File: config.mk
export PLATFORM = sky130hd
export DESIGN_NAME = lsu_sequencer
export DESIGN_NICKNAME = d
export VERILOG_FILES = /design/src/rtl/lsu_pkg.sv /design/src/rtl/lsu_align_check.sv /design/src/rtl/lsu_sequencer.sv
export SDC_FILE = /design/constraint.sdc
export NUM_CORES = 1
export LEC_CHECK = 0
export CAP_MARGIN = 10
export CORE_MARGIN = 1.5
export CORE_UTILIZATION = 35
export DETAILED_ROUTE_END_ITERATION = 10
export PLACE_DENSITY = 0.83
export SLEW_MARGIN = 20
export SYNTH_ARGS = -nofsm -noshare
export SYNTH_HDL_FRONTEND = slang
export SYNTH_HIERARCHICAL = 1
export SYNTH_SLANG_ARGS = --single-unit
File: constraint.sdc
create_clock -name clk -period 1.6 [get_ports clk]
set_clock_uncertainty 0.15 [all_clocks]
set_input_delay 0.24 -clock clk [delete_from_list [all_inputs] [get_ports clk]]
set_output_delay 0.24 -clock clk [all_outputs]
set_load 0.005 [all_outputs]
File: src/rtl/lsu_pkg.sv
// Shared types and encodings for the load/store sequencer and its alignment checker.
package lsu_pkg;

  typedef enum logic [1:0] {
    IDLE   = 2'd0,
    ACCESS = 2'd1,
    WAIT   = 2'd2,
    DONE   = 2'd3
  } lsu_state_e;

  localparam logic [2:0] F3_LB  = 3'b000;
  localparam logic [2:0] F3_LH  = 3'b001;
  localparam logic [2:0] F3_LW  = 3'b010;
  localparam logic [2:0] F3_LBU = 3'b100;
  localparam logic [2:0] F3_LHU = 3'b101;
  localparam logic [2:0] F3_SB  = 3'b000;
  localparam logic [2:0] F3_SH  = 3'b001;
  localparam logic [2:0] F3_SW  = 3'b010;

  // Access size lives in funct3[1:0]; funct3[2] only selects zero-extension for loads.
  localparam logic [1:0] SIZE_BYTE = 2'b00;
  localparam logic [1:0] SIZE_HALF = 2'b01;
  localparam logic [1:0] SIZE_WORD = 2'b10;
  localparam logic [1:0] SIZE_NONE = 2'b11;

endpackage

File: src/rtl/lsu_align_check.sv
// Combinational legality check for an RV32I load/store: size alignment plus funct3 validity.
module lsu_align_check (
  input  logic [2:0] funct3,
  input  logic [1:0] addr_lsb,
  input  logic       is_store,
  output logic       legal
);
  import lsu_pkg::*;

  logic size_ok;

  always_comb begin
    size_ok = 1'b0;
    case (funct3[1:0])
      SIZE_BYTE: size_ok = 1'b1;
      SIZE_HALF: size_ok = ~addr_lsb[0];
      SIZE_WORD: size_ok = (addr_lsb == 2'b00);
      default:   size_ok = 1'b0;
    endcase
    // Stores have no unsigned forms; loads reject 110 since RV32I has no LWU.
    legal = size_ok
          & ~(is_store & funct3[2])
          & ~(~is_store & (funct3 == 3'b110));
  end

endmodule

File: src/rtl/lsu_sequencer.sv
// Sequences one data-memory access per handshake: checks alignment, holds the dmem
// request stable, waits out the read latency and returns a one-cycle done pulse.
module lsu_sequencer #(
  parameter int READ_LATENCY = 1,
  parameter int XLEN         = 32
) (
  input  logic            clk,
  input  logic            reset,
  input  logic            start,
  input  logic            is_store,
  input  logic [2:0]      funct3,
  input  logic [XLEN-1:0] addr,
  input  logic [XLEN-1:0] store_data,
  output logic            busy,
  output logic            done,
  output logic            error,
  output logic [XLEN-1:0] load_data,
  output logic [XLEN-1:0] dmem_address,
  output logic [XLEN-1:0] dmem_data_in,
  output logic [2:0]      dmem_funct3,
  output logic            dmem_wren,
  input  logic [XLEN-1:0] dmem_data_out
);
  import lsu_pkg::*;

  localparam int              CNT_W    = 2;
  localparam logic [CNT_W-1:0] CNT_INIT = CNT_W'(READ_LATENCY - 1);

  lsu_state_e       state_q, state_d;
  logic             is_store_q, is_store_d;
  logic [2:0]       funct3_q, funct3_d;
  logic [XLEN-1:0]  addr_q, addr_d;
  logic [XLEN-1:0]  store_data_q, store_data_d;
  logic             error_q, error_d;
  logic [CNT_W-1:0] cnt_q, cnt_d;
  logic [XLEN-1:0]  load_data_q, load_data_d;
  logic             legal;

  lsu_align_check u_align_check (
    .funct3   (funct3),
    .addr_lsb (addr[1:0]),
    .is_store (is_store),
    .legal    (legal)
  );

  always_ff @(posedge clk) begin
    if (reset) begin
      state_q      <= IDLE;
      is_store_q   <= 1'b0;
      funct3_q     <= '0;
      addr_q       <= '0;
      store_data_q <= '0;
      error_q      <= 1'b0;
      cnt_q        <= '0;
      load_data_q  <= '0;
    end else begin
      state_q      <= state_d;
      is_store_q   <= is_store_d;
      funct3_q     <= funct3_d;
      addr_q       <= addr_d;
      store_data_q <= store_data_d;
      error_q      <= error_d;
      cnt_q        <= cnt_d;
      load_data_q  <= load_data_d;
    end
  end

  always_comb begin
    state_d      = state_q;
    is_store_d   = is_store_q;
    funct3_d     = funct3_q;
    addr_d       = addr_q;
    store_data_d = store_data_q;
    error_d      = error_q;
    cnt_d        = cnt_q;
    load_data_d  = load_data_q;

    case (state_q)
      IDLE: begin
        if (start) begin
          is_store_d   = is_store;
          funct3_d     = funct3;
          addr_d       = addr;
          store_data_d = store_data;
          error_d      = ~legal;
          state_d      = legal ? ACCESS : DONE;
        end
      end
      ACCESS: begin
        cnt_d   = CNT_INIT;
        state_d = is_store_q ? DONE : WAIT;
      end
      WAIT: begin
        if (cnt_q == '0) begin
          load_data_d = dmem_data_out;
          state_d     = DONE;
        end else begin
          cnt_d = cnt_q - 1'b1;
        end
      end
      DONE: state_d = IDLE;
      default: state_d = IDLE;
    endcase
  end

  // The request registers feed memory directly, so the request stays stable until the next accept.
  assign dmem_address = addr_q;
  assign dmem_data_in = store_data_q;
  assign dmem_funct3  = funct3_q;
  assign dmem_wren    = (state_q == ACCESS) & is_store_q;

  assign busy      = (state_q != IDLE);
  assign done      = (state_q == DONE);
  assign error     = (state_q == DONE) & error_q;
  assign load_data = load_data_q;

endmodule

; ---- Word level (Yosys, flattened, before mapping)
; Cells that the tools add are included.
[word_totals]
regBits = 105
output_inout_bits = 103
wordCells = 47
[classes]
n_addsub = 1
n_eq_ne = 9
mux = 8
n_bitwise = 11
reduce_logical = 10
[ops]
columns = op, count
row1 = $logic_not 2->1, 4
row2 = $mux 2, 4
row3 = $pmux 2 s4, 1
row4 = $reduce_and 2->1, 4
row5 = $and 1x1->1, 6
row6 = $eq 2x2->1 const B, 3
row7 = $ne 2x2->1 const B, 3
row8 = $not 1->1, 5
row9 = $eq 2x1->1 const B, 2
row10 = $pmux 2 s2, 1
row11 = $reduce_bool 2->1, 2
row12 = $eq 3x3->1 const B, 1
row13 = $pmux 1 s3, 1
row14 = $sub 2x1->2 const B, 1
row15 = $mux 1, 1

; ---- Longest topological paths before layout
[depth]
ltp_word = 7
mapped_depth = 7
mapped_depth_nobuf = 5

; ---- By module
; The synthesis kept the hierarchy.
[by_module_without_submodules]
columns = mod, instances, cells_per_inst, area_per_inst_um2
row1 = lsu_sequencer, 1, 476, 3797.4
row2 = lsu_align_check, 1, 2, 18.8

; ---- Worst setup path after synthesis
; No wires, ideal clock.
[synth_path]
path_type = register to register
from = register state_q[0]
to = register error_q
arrival_ns = 1.221
slack_ns = 0.088
stages_incl_launch_ff = 8
n_path_buf = 2
synth_period_minus_slack_ns = 1.512
cell_sequence = dfxtp_1 > inv_1 > ha_1 > and2_1 > buf_4 > buf_6 > nor2_1 > a211oi_2
[synth_between]
elab_chain_len = 2
[synth_rtl]
columns = element, line_no
row1 = start: declaration, lsu_sequencer.sv:29  ; lsu_state_e state_q, state_d;
row2 = start signal: assignment, lsu_sequencer.sv:57  ; state_q <= state_d;
row3 = $logic_not 2->1, lsu_sequencer.sv:78  ; case (state_q)
row4 = $reduce_and 2->1 (no source line), n/a
row5 = end signal: assignment, lsu_sequencer.sv:62  ; error_q <= error_d;
row6 = end: declaration, lsu_sequencer.sv:34  ; logic error_q, error_d;
; No other way between the ends.
; A chain may end at the register's enable or synchronous reset.

; ---- Worst setup path after layout
[layout_path]
from = register state_q[1]
to = output port dmem_wren
[layout_between]
elab_chain_len = 2
[layout_rtl]
columns = element, line_no
row1 = $eq 2x1->1, lsu_sequencer.sv:110  ; assign dmem_wren = (state_q == ACCESS) & is_store_q;
row2 = $and 1x1->1, lsu_sequencer.sv:110
row3 = end: declaration, lsu_sequencer.sv:21  ; output logic dmem_wren,
; No other way between the ends.

==> impl_results.md <==
- Result of the run: finished with violations
- Failing checks: negative setup slack
- Worst reg2reg path startpoint: state_q[0]
- Fin util: 0.6146
- Via count: 3894
- Synth Register Bits: 105
- Non-Filler Instances: 821
- Startpoint types: register
- Top cells by area, synth: dfxtp_1 55%, nand2_1 20%, a21oi_1 14%
- Share of layout cells above drive strength 1: 0.1518
- NetSw: 2.798 mW
- Worst path slowest cell: dfxtp_4
- CTS Buf Count: 9
- Max-Cap Viols: 0
- Core footprint: 10460 um2
- GPL Wtd Cong: about 0.72
- Clock Power Share: 0.181
- Vias in the first global route: between 3k and 4k
- Largest net degree at the start of global routing: 46
- Area of the die: 11540 um2
- Final Hold Viols: 0
- Worst Hold Slack: 0.1215 ns
- Synth unique cells: 23
- Detailed Routing Iterations Pass 1: 4
- Sequential Area: 2175 um2
- Max-slew violation count: 0
- Design Power: between 8 and 9 mW
- Peak supply drop: between 500 and 600 uV
- Least-Margin Pin Slew: 0.3190 ns
- CTS root buf: clkbuf_8
- Synthesis-to-layout area growth: 68.49%
- Worst path cell trace: inv_4, ha_2, and2_4, buf_2
- Crit. Startpoint: state_q[1]
- Crit share post-route: 1.012
- PortBufs: 205
- Die width: 107.4 um
- WP data required: 1.21 ns
- Initial core utilization: 0.3647
- Mapped Area: 3816 um2
- Syn_nets: around 590
- Ant. Diodes: 0
- RSZ-0062 raised after global routing: true
- Routed WL: 11.39 mm
- Ys flop type: dfxtp_1
- Cell type with the highest aggregate area in the netlist: dfxtp_1
- Mean Syn Cell Area: 7.984 um2
- # setup viols final: 1
- Crit path largest cell delay: between 0.3 and 0.4 ns
- GRT Total Usage: 0.1872
- Share of Yosys cell area claimed by the top area cell type: 0.5508
- Skew-Pair Late Insertion Delay: roughly 0.34 ns
- Async S/R FF share, synth: 0
- FP Rows: 37
- Clock slew at reported path FFs: ~0.11 ns
- CTS tree: done
- Leakage power: 3.201 nW
- Critical Path AT: 1.23 ns
- Placed cell count: 799
- Post-route setup slack: -0.01995 ns
- CP Class: reg -> out
- First-pass GRT wire length: roughly 17 mm
- Antenna violations before repair: 0
- # fillers: between 800 and 900
- CP bufs+invs: 2
- Combined area of the multi-input logic cells: 1535 um2
- DRT iter0 DRCs: 203
- Crit path capture type: output port
- Top delay family on crit path: flip-flops
- CTS H-tree depth: 3
- Antenna Nets Post-Route: 0
- Register area share after synthesis: 0.5508
- Avg WL per Cell: 13.87 um
- Combinational Power Share: 0.403
- Die extent in y: 107.4 um
- Clk sinks: 105
- Setup_tns: -0.01995 ns
- Internal: 5.625 mW
- Fmax: 0.6173 GHz
- CTS Buffer Depth: 2
- Via-to-Cell Ratio: 4.743
- Switching share of power: 0.3321
- Layout Nets: 789
- Finished Cell Area: 6430 um2
- Crit-path max FO: 3
- Gr ovfl total: 0
- Placed instance area: 6050 um2
- Drt drc: 0
- Slew margin rel.: 0.7874
- Sequential cell fraction of total power: 0.416
- EDFF count, synth: 0
- Pre-CTS setup slack: -0.2155 ns
- Warnings from Yosys: 6
- Min-delay src: reset
- DP HPWL: approximately 7.9 mm
- Post-layout min period: 1.620 ns
- I/O pin total: around 200
- Worst min-delay path category: in -> reg
- PwrDens: 1310 nW/um2
- Gate count of the mapped netlist: around 480
## area by class of cell
class	instances	share of cell area
Inverter	6	0.003892
Multi-Input combinational cell	333	0.2388
Clock inverter	4	0.005449
Timing Repair Buffer	225	0.3647
Tap cell	136	0.02646
Clock buffer	12	0.02257
Sequential cell	105	0.3382
## registers in the layout, summed over array words and instances (netlist names)
| signal | cells |
|---|---|
| cnt_q | 2 |
| dmem_address | 32 |
| dmem_data_in | 32 |
| dmem_funct3 | 3 |
| error_q | 1 |
| is_store_q | 1 |
| load_data | 32 |
| state_q | 2 |
## metal layers
metal	global-route usage	routed length, um	up-vias
met2	0.3412	5698	132
met5	0	0	-
met1	0.2125	4709	1807
met4	0.06203	178	0
met3	0.04600	799	15
li1	-	-	1940
## synth_stat cells (2+ instances only)
master / instances
nand2_1: 203
dfxtp_1: 105
a21oi_1: 103
buf_4: 14
buf_1: 7
buf_2: 6
clkbuf_1: 6
ha_1: 6
inv_1: 6
and2_1: 4
nand2b_1: 3
a311oi_1: 2
nor2_1: 2
o21ai_0: 2
## placed cells by master, fill, tap and decap left out, types with 3 or more instances in the layout
cell,synthesis,final
dlymetal6s2s_1,0,37
a21oi_1,103,103
nand2b_1,3,3
buf_4,14,11
dfxtp_2,0,52
buf_2,6,3
dlygate4sd2_1,0,56
clkdlybuf4s50_1,0,108
buf_12,0,8
clkbuf_8,0,10
inv_1,6,4
dfxtp_1,105,51
nand2_1,203,202
## worst reg2reg max path, stage by stage (launching register included)
cell      delay, ns
dfxtp_4        0.38
inv_2          0.05
buf_4          0.15
ha_1           0.20
or2_2          0.27
a31oi_1        0.19
a311oi_1       0.07
## repair_timing
item / in CTS / in global routing
pin swaps: 1 / 0
hold endpoints to repair: 0 / 0
hold buffers: 0 / 0
setup buffers: 2 / 2
cloned: 1 / 1
gates resized for setup: 123 / 52
endpoints found under the setup margin: 118 / 69
## worst paths after layout
path | end | slack [ns] | cells past startpoint
worst max-delay path | dmem_wren | -0.02 | 4
worst min-delay path | error_q | 0.12 | 2
worst max register to register | state_q[0] | 0.02 | 6
worst min register to register | dmem_data_in[6] | 0.30 | 2
## kinds of logic (layout without fill, tap and decap cells)
kind of cell             Yosys count  in the layout  synth area share
AO/OA/AOI/OAI                    111            111            0.1521
flip-flops                       105            105            0.5508
buffers and inverters             40            247           0.05705
adder cells (fa/ha/maj)            6              6           0.01967
multiplexers                       1              1          0.002623
AND/OR/NAND/NOR                  215            215            0.2177
## power by group through the flow
stage | combinational, mW | clock [mW] | sequential [mW]
after global placement | 3.27 | 0 | 3.46
after global routing | 3.74 | 1.68 | 3.57
final | 3.40 | 1.52 | 3.51
after floorplan | 1.52 | 0 | 3.52
after CTS | 3.39 | 1.57 | 3.49
after detailed placement | 3.36 | 0 | 3.50
(Power assumes the default switching activity.)
